$ cat config.mk
export PLATFORM = sky130hd
export DESIGN_NAME = proc_flags_ctrl
export DESIGN_NICKNAME = d
export VERILOG_FILES = /design/src/rtl/pkg_pflags.sv /design/src/rtl/proc_flags_stack.sv /design/src/rtl/proc_flags_ctrl.sv
export SDC_FILE = /design/constraint.sdc
export NUM_CORES = 1
export LEC_CHECK = 0
export CAP_MARGIN = 20
export CORE_ASPECT_RATIO = 0.6
export CORE_MARGIN = 5
export CORE_UTILIZATION = 33
export DETAILED_ROUTE_END_ITERATION = 16
export HOLD_SLACK_MARGIN = 0.02
export PLACE_DENSITY = 0.62
export RECOVER_POWER = 50
export SKIP_LAST_GASP = 1
export SYNTH_ARGS = -nofsm -noshare
export SYNTH_HDL_FRONTEND = slang
export SYNTH_HIERARCHICAL = 1
export SYNTH_SLANG_ARGS = --single-unit
export TNS_END_PERCENT = 30
$ cat constraint.sdc
create_clock -name clk -period 5.8 [get_ports clk]
set_clock_uncertainty 0.2 [all_clocks]
set_input_delay 1.16 -clock clk [delete_from_list [all_inputs] [get_ports clk]]
set_output_delay 1.16 -clock clk [all_outputs]
set_load 0.02 [all_outputs]
$ cat src/rtl/pkg_pflags.sv
// Shared types for the processor flags controller.
// Flag slots, flag-op and condition encodings, FSM states.
package pkg_pflags;

   localparam int PF_MSB_POS = 1;
   localparam int PF_WIDTH   = PF_MSB_POS + 1;

   typedef enum int {
      PF_SLOT_Z = 0,
      PF_SLOT_C = 1
   } pf_slot_e;

   typedef enum logic [1:0] {
      PFI_SET  = 2'd0,
      PFI_CLR  = 2'd1,
      PFI_TGL  = 2'd2,
      PFI_LOAD = 2'd3
   } pf_instr_op_e;

   typedef enum logic [2:0] {
      PF_COND_ALWAYS    = 3'd0,
      PF_COND_Z         = 3'd1,
      PF_COND_NZ        = 3'd2,
      PF_COND_C         = 3'd3,
      PF_COND_NC        = 3'd4,
      PF_COND_Z_OR_C    = 3'd5,
      PF_COND_NZ_AND_NC = 3'd6,
      PF_COND_NEVER     = 3'd7
   } pf_cond_e;

   typedef enum logic [1:0] {
      PFC_IDLE    = 2'd0,
      PFC_SAVE    = 2'd1,
      PFC_RESTORE = 2'd2
   } pfc_state_e;

   function automatic logic pf_cond_eval(
      input logic [2:0] cc,
      input logic       z,
      input logic       c
   );
      logic r;
      r = 1'b0;
      case (cc)
         PF_COND_ALWAYS:    r = 1'b1;
         PF_COND_Z:         r = z;
         PF_COND_NZ:        r = ~z;
         PF_COND_C:         r = c;
         PF_COND_NC:        r = ~c;
         PF_COND_Z_OR_C:    r = z | c;
         PF_COND_NZ_AND_NC: r = ~z & ~c;
         default:           r = 1'b0;
      endcase
      return r;
   endfunction

endpackage

$ cat src/rtl/proc_flags_stack.sv
// LIFO shadow stack for flag context save/restore.
// Pointer counts 0..DEPTH with no wrap; pushes when full and pops when empty are ignored.
module proc_flags_stack #(
   parameter int W     = 2,
   parameter int DEPTH = 4
) (
   input  logic         clk,
   input  logic         reset,
   input  logic         push,
   input  logic         pop,
   input  logic [W-1:0] din,
   output logic [W-1:0] dout,
   output logic         full,
   output logic         empty
);

   localparam int PW = $clog2(DEPTH + 1);
   localparam int AW = $clog2(DEPTH);

   logic [PW-1:0] ptr;
   logic [W-1:0]  mem [DEPTH];
   logic [AW-1:0] top_idx;
   logic          do_push;
   logic          do_pop;

   assign full    = (ptr == PW'(DEPTH));
   assign empty   = (ptr == '0);
   assign do_push = push & ~full;
   assign do_pop  = pop & ~empty;
   assign top_idx = AW'(ptr - PW'(1));
   assign dout    = mem[top_idx];

   // Entry count; the only state that needs reset.
   always_ff @(posedge clk) begin
      if (reset) begin
         ptr <= '0;
      end else if (do_push) begin
         ptr <= ptr + PW'(1);
      end else if (do_pop) begin
         ptr <= ptr - PW'(1);
      end
   end

   // Storage write at the next free slot.
   always_ff @(posedge clk) begin
      if (do_push) begin
         mem[ptr[AW-1:0]] <= din;
      end
   end

endmodule

$ cat src/rtl/proc_flags_ctrl.sv
// Processor flags register with ALU/instr/context write arbitration.
// Optional branch condition output under PROC_FLAGS_CTRL_COND_EN.
module proc_flags_ctrl
   import pkg_pflags::*;
#(
   parameter int PFW         = PF_WIDTH,
   parameter int STACK_DEPTH = 4
) (
   input  logic           clk,
   input  logic           reset,
   input  logic           alu_upd_valid,
   input  logic [PFW-1:0] alu_upd_mask,
   input  logic [PFW-1:0] alu_upd_flags,
   input  logic           instr_req,
   input  logic [1:0]     instr_op,
   input  logic [PFW-1:0] instr_mask,
   input  logic [PFW-1:0] instr_data,
   output logic           instr_grant,
   input  logic           ctx_save_req,
   input  logic           ctx_restore_req,
   output logic           ctx_ack,
   input  logic           err_clr,
   output logic [PFW-1:0] flags_out,
   output logic           stack_full,
   output logic           stack_empty,
   output logic           err_ovf,
   output logic           err_unf,
   output logic           err_coll
`ifdef PROC_FLAGS_CTRL_COND_EN
   ,
   input  logic [2:0]     cond_code,
   output logic           cond_true
`endif
);

   pfc_state_e     state;
   pfc_state_e     state_nxt;
   logic [PFW-1:0] flags_nxt;
   logic [PFW-1:0] alu_val;
   logic [PFW-1:0] instr_res;
   logic [PFW-1:0] stk_top;
   logic           push;
   logic           pop;
   logic           ovf_set;
   logic           unf_set;
   logic           coll_set;

   proc_flags_stack #(
      .W     (PFW),
      .DEPTH (STACK_DEPTH)
   ) u_stack (
      .clk   (clk),
      .reset (reset),
      .push  (push),
      .pop   (pop),
      .din   (flags_out),
      .dout  (stk_top),
      .full  (stack_full),
      .empty (stack_empty)
   );

   // State register.
   always_ff @(posedge clk) begin
      if (reset) begin
         state <= PFC_IDLE;
      end else begin
         state <= state_nxt;
      end
   end

   // Next state: context ops last one cycle; save beats restore.
   always_comb begin
      state_nxt = PFC_IDLE;
      if (state == PFC_IDLE) begin
         if (ctx_save_req) begin
            state_nxt = PFC_SAVE;
         end else if (ctx_restore_req) begin
            state_nxt = PFC_RESTORE;
         end
      end
   end

   // FSM outputs; gated by reset so an aborted op never acks.
   always_comb begin
      instr_grant = ~reset & instr_req & (state == PFC_IDLE)
                  & ~ctx_save_req & ~ctx_restore_req;
      ctx_ack     = ~reset & (state != PFC_IDLE);
      push        = ~reset & (state == PFC_SAVE);
      pop         = ~reset & (state == PFC_RESTORE);
      ovf_set     = (state == PFC_SAVE) & stack_full;
      unf_set     = (state == PFC_RESTORE) & stack_empty;
      coll_set    = (state == PFC_RESTORE) & alu_upd_valid;
   end

   // Next flags: instr bits override ALU bits; restore overrides both.
   always_comb begin
      alu_val   = alu_upd_valid
                ? (flags_out & ~alu_upd_mask) | (alu_upd_flags & alu_upd_mask)
                : flags_out;
      instr_res = flags_out;
      case (instr_op)
         PFI_SET:  instr_res = flags_out | instr_mask;
         PFI_CLR:  instr_res = flags_out & ~instr_mask;
         PFI_TGL:  instr_res = flags_out ^ instr_mask;
         default:  instr_res = (flags_out & ~instr_mask)
                             | (instr_data & instr_mask);
      endcase
      flags_nxt = alu_val;
      if (instr_grant) begin
         flags_nxt = (instr_res & instr_mask) | (alu_val & ~instr_mask);
      end
      if (state == PFC_RESTORE) begin
         flags_nxt = stack_empty ? flags_out : stk_top;
      end
   end

   // Flags register and sticky errors; a new error beats err_clr.
   always_ff @(posedge clk) begin
      if (reset) begin
         flags_out <= '0;
         err_ovf   <= 1'b0;
         err_unf   <= 1'b0;
         err_coll  <= 1'b0;
      end else begin
         flags_out <= flags_nxt;
         err_ovf   <= ovf_set  | (err_ovf  & ~err_clr);
         err_unf   <= unf_set  | (err_unf  & ~err_clr);
         err_coll  <= coll_set | (err_coll & ~err_clr);
      end
   end

`ifdef PROC_FLAGS_CTRL_COND_EN
   assign cond_true = pf_cond_eval(cond_code,
                                   flags_out[PF_SLOT_Z],
                                   flags_out[PF_SLOT_C]);
`endif

endmodule

==> metrics.md <==
| Metric | Value |
|---|---|
| Outcome | `complete, no violations` |
| Final WL | `2303 um` |
| Worst-Skew Late Latency | `250 ps` |
| Die height | `54.23 um` |
| DR pass1 iterations | `4` |
| CTS tree | `built` |
| Row count | `16` |
| Worst-path maximum fanout | `13` |
| DRC Markers | `0` |
| Final setup TNS | `0 ps` |
| ANT cells | `0` |
| Synth unique cells | `35` |
| Slew margin rel. | `0.6860` |
| EDFF count, synth | `8` |
| Clock Sinks | `18` |
| Worst EP arrival | `3150 ps` |
| Die area | `4540 sq um` |
| Largest net degree at the start of global routing | `14` |
| Root Driver | `clkbuf_8` |
| Peak VDD IR | `106.1 uV` |
| Clock-pin slew of the registers on the worst-case setup and hold paths | `70 ps` |
| Final period util | `0.7773` |
| Synthesized flop and latch total | `18` |
| RSZ-0062 raised after global routing | `false` |
| Fmax | `0.2218 GHz` |
| Die W | `83.72 um` |
| Vias/cell | `4.895` |
| CP max-delay cell | `dlygate4sd3_1` |
| # setup viols final | `0` |
| Data required, critical path | `4440 ps` |
| Setup CP Type | `in2out` |
| Hold slack | `343.4 ps` |
| Final Hold Viols | `0` |
| Top cell type's share of synthesized area | `0.2233` |
| Iteration-0 DRC Markers | `42` |
| Vias in the first global route | `848` |
| Syn nets | `126` |
| Post-synth design cell area | `1076 sq um` |
| Reg2reg setup slack | `3630 ps` |
| Leak | `0.0005566 uW` |
| Crit-path cells | `dlygate4sd3_1, nor4_1, and3b_2, clkdlybuf4s50_1` |
| Pwr Density | `198.1 nW/um^2` |
| Most used DFF post-synth | `dfxtp_1` |
| Most frequent cells after synthesis | `dfxtp_1 (10), ha_1 (10), edfxtp_1 (8)` |
| CTS Buffer Depth | `2` |
| Via count | `842` |
| PostCTS Resize Cnt | `0` |
| Min Tclk post-route | `4508 ps` |
| Worst min-delay path class | `reg2reg` |
| Starting Density | `0.3359` |
| Avg Cell Area, Syn | `10.87 sq um` |
| Cts bufs inserted | `3` |
| Sequential share of the synthesized area | `0.4093` |
| Area growth syn-to-layout | `30.93%` |
| Core area | `3203 sq um` |
| Port bufs | `25` |
| Antenna violations before repair | `0` |
| Post-CTS setup buffers | `0` |
| Layout cells sized above 1 | `0.1102` |
| CP peak stage delay | `720 ps` |
| Routability-driven placement congestion ratio | `0.7430` |
| CP Launch Type | `primary input` |
| GRT Residual Overflow | `0` |
| Max-cap viol count | `0` |
| Post-layout nets | `155` |
| DP Wirelength | `1838 um` |
| Leading area contributor after synthesis | `edfxtp_1` |
| Slew @ Worst Pin | `469.4 ps` |
| IO Pins | `26` |
| Max-slew violation count | `0` |
| First-pass GRT wire length | `4008 um` |
| Ys Warns | `6` |
| Synth Instances | `99` |
| GRT Resource Usage Total | `0.1142` |
| Cts-stage hold buffer count | `0` |
| Number of routed nets with antenna violations | `0` |
| Routed length per placed instance | `13.39 um` |
| H-tree Lvls | `1` |
| Crit. End Element | `output port` |
| Async set-reset flop share out of synthesis | `0` |
| Area contributors post-synth | `edfxtp_1 (22%), dfxtp_1 (19%), ha_1 (12%), mux4_2 (4.2%), and2_1 (2.9%)` |
-- layout make-up --
type	instances	area [sq um]
Inverter	7	26.28
Sequential cell	18	440.4
Fill cell	317	1794
Tap cell	45	56.30
Multi-Input combinational cell	73	590.6
Clock inverter	1	3.754
Timing Repair Buffer	25	250.2
Clock buffer	3	41.29
-- layer usage --
metal | vias up | global-route usage | share of wire
met2 | 19 | 0.1821 | 0.43
met5 | - | 0 | 0
met3 | 6 | 0.03910 | 0.043
met4 | 0 | 0.04813 | 0.019
met1 | 397 | 0.1444 | 0.51
li1 | 420 | - | -
-- logic make-up after synthesis --
logic type / share of synthesized area
and+or+nand+nor: 0.2116
buffers and inverters: 0.03140
AOI/OAI and AO/OA: 0.1511
adders and majority gates: 0.1163
muxes: 0.08023
DFF: 0.4093
-- report_power, final --
| group | total [uW] | internal [uW] | switching (uW) |
|---|---|---|---|
| clock | 89.1 | 47.1 | 42.0 |
| sequential | 142 | 136 | 5.74 |
| combinational | 47.9 | 26.6 | 21.3 |
| total | 279 | 210 | 69.0 |
-- worst max-delay path: cells and delay by family --
family / cells / cell delay, ps
buf+inv: 2 / 1330
simple gates: 2 / 650
-- cell usage in the layout (no fill, tap or decap), drive strengths merged --
| cell | instances |
|---|---|
| dfxtp | 10 |
| nand4b | 1 |
| a211oi | 2 |
| clkdlybuf4s50 | 21 |
| nor2b | 3 |
| and2b | 1 |
| clkbuf | 3 |
| a21oi | 5 |
| mux4 | 2 |
| nand2b | 3 |
| edfxtp | 8 |
| nor3b | 2 |
| ha | 10 |
| a21bo | 1 |
| and2 | 6 |
| inv | 7 |
| o211a | 2 |
| a2111oi | 1 |
| nor4b | 1 |
| o21ai | 1 |
| a21boi | 1 |
| or3 | 3 |
| mux2 | 1 |
| nand3 | 3 |
| clkinv | 1 |
| mux2i | 3 |
| o211ai | 1 |
| nor2 | 7 |
| nor4 | 1 |
| a31oi | 4 |
| nand2 | 3 |
| a21o | 2 |
| o2111a | 1 |
| dlygate4sd3 | 4 |
| and3b | 2 |
-- path summary, 6_finish.rpt --
path	from	to	cells after the start
worst max-delay path	reset	instr_grant	4
worst min-delay path	state[1]$_SDFF_PP0_	state[0]$_SDFF_PP0_	1
worst max register to register	u_stack/ptr[0]$_SDFFE_PP0P_	u_stack/ptr[1]$_SDFFE_PP0P_	6
worst min register to register	state[1]$_SDFF_PP0_	state[0]$_SDFF_PP0_	1
-- registers in the layout (all words and copies together), names as in the netlist --
name         cells
err_ovf          1
err_unf          1
state            2
u_stack/ptr      3
err_coll         1
u_stack/mem      8
flags_out        2
-- through the flow --
step	power, uW	cell area [sq um]	utilization	std cells	worst slack, ps
finish	279.0	1409	0.4398	172	1292
global placement	192.6	1375	0.4293	168	1434
floorplan	169.4	1076	-	99	2661
global route	295.9	1409	0.4398	172	1142
detailed placement	194.0	1375	0.4293	168	1439
CTS	283.2	1420	0.4434	172	1420
(Power assumes the default switching activity.)
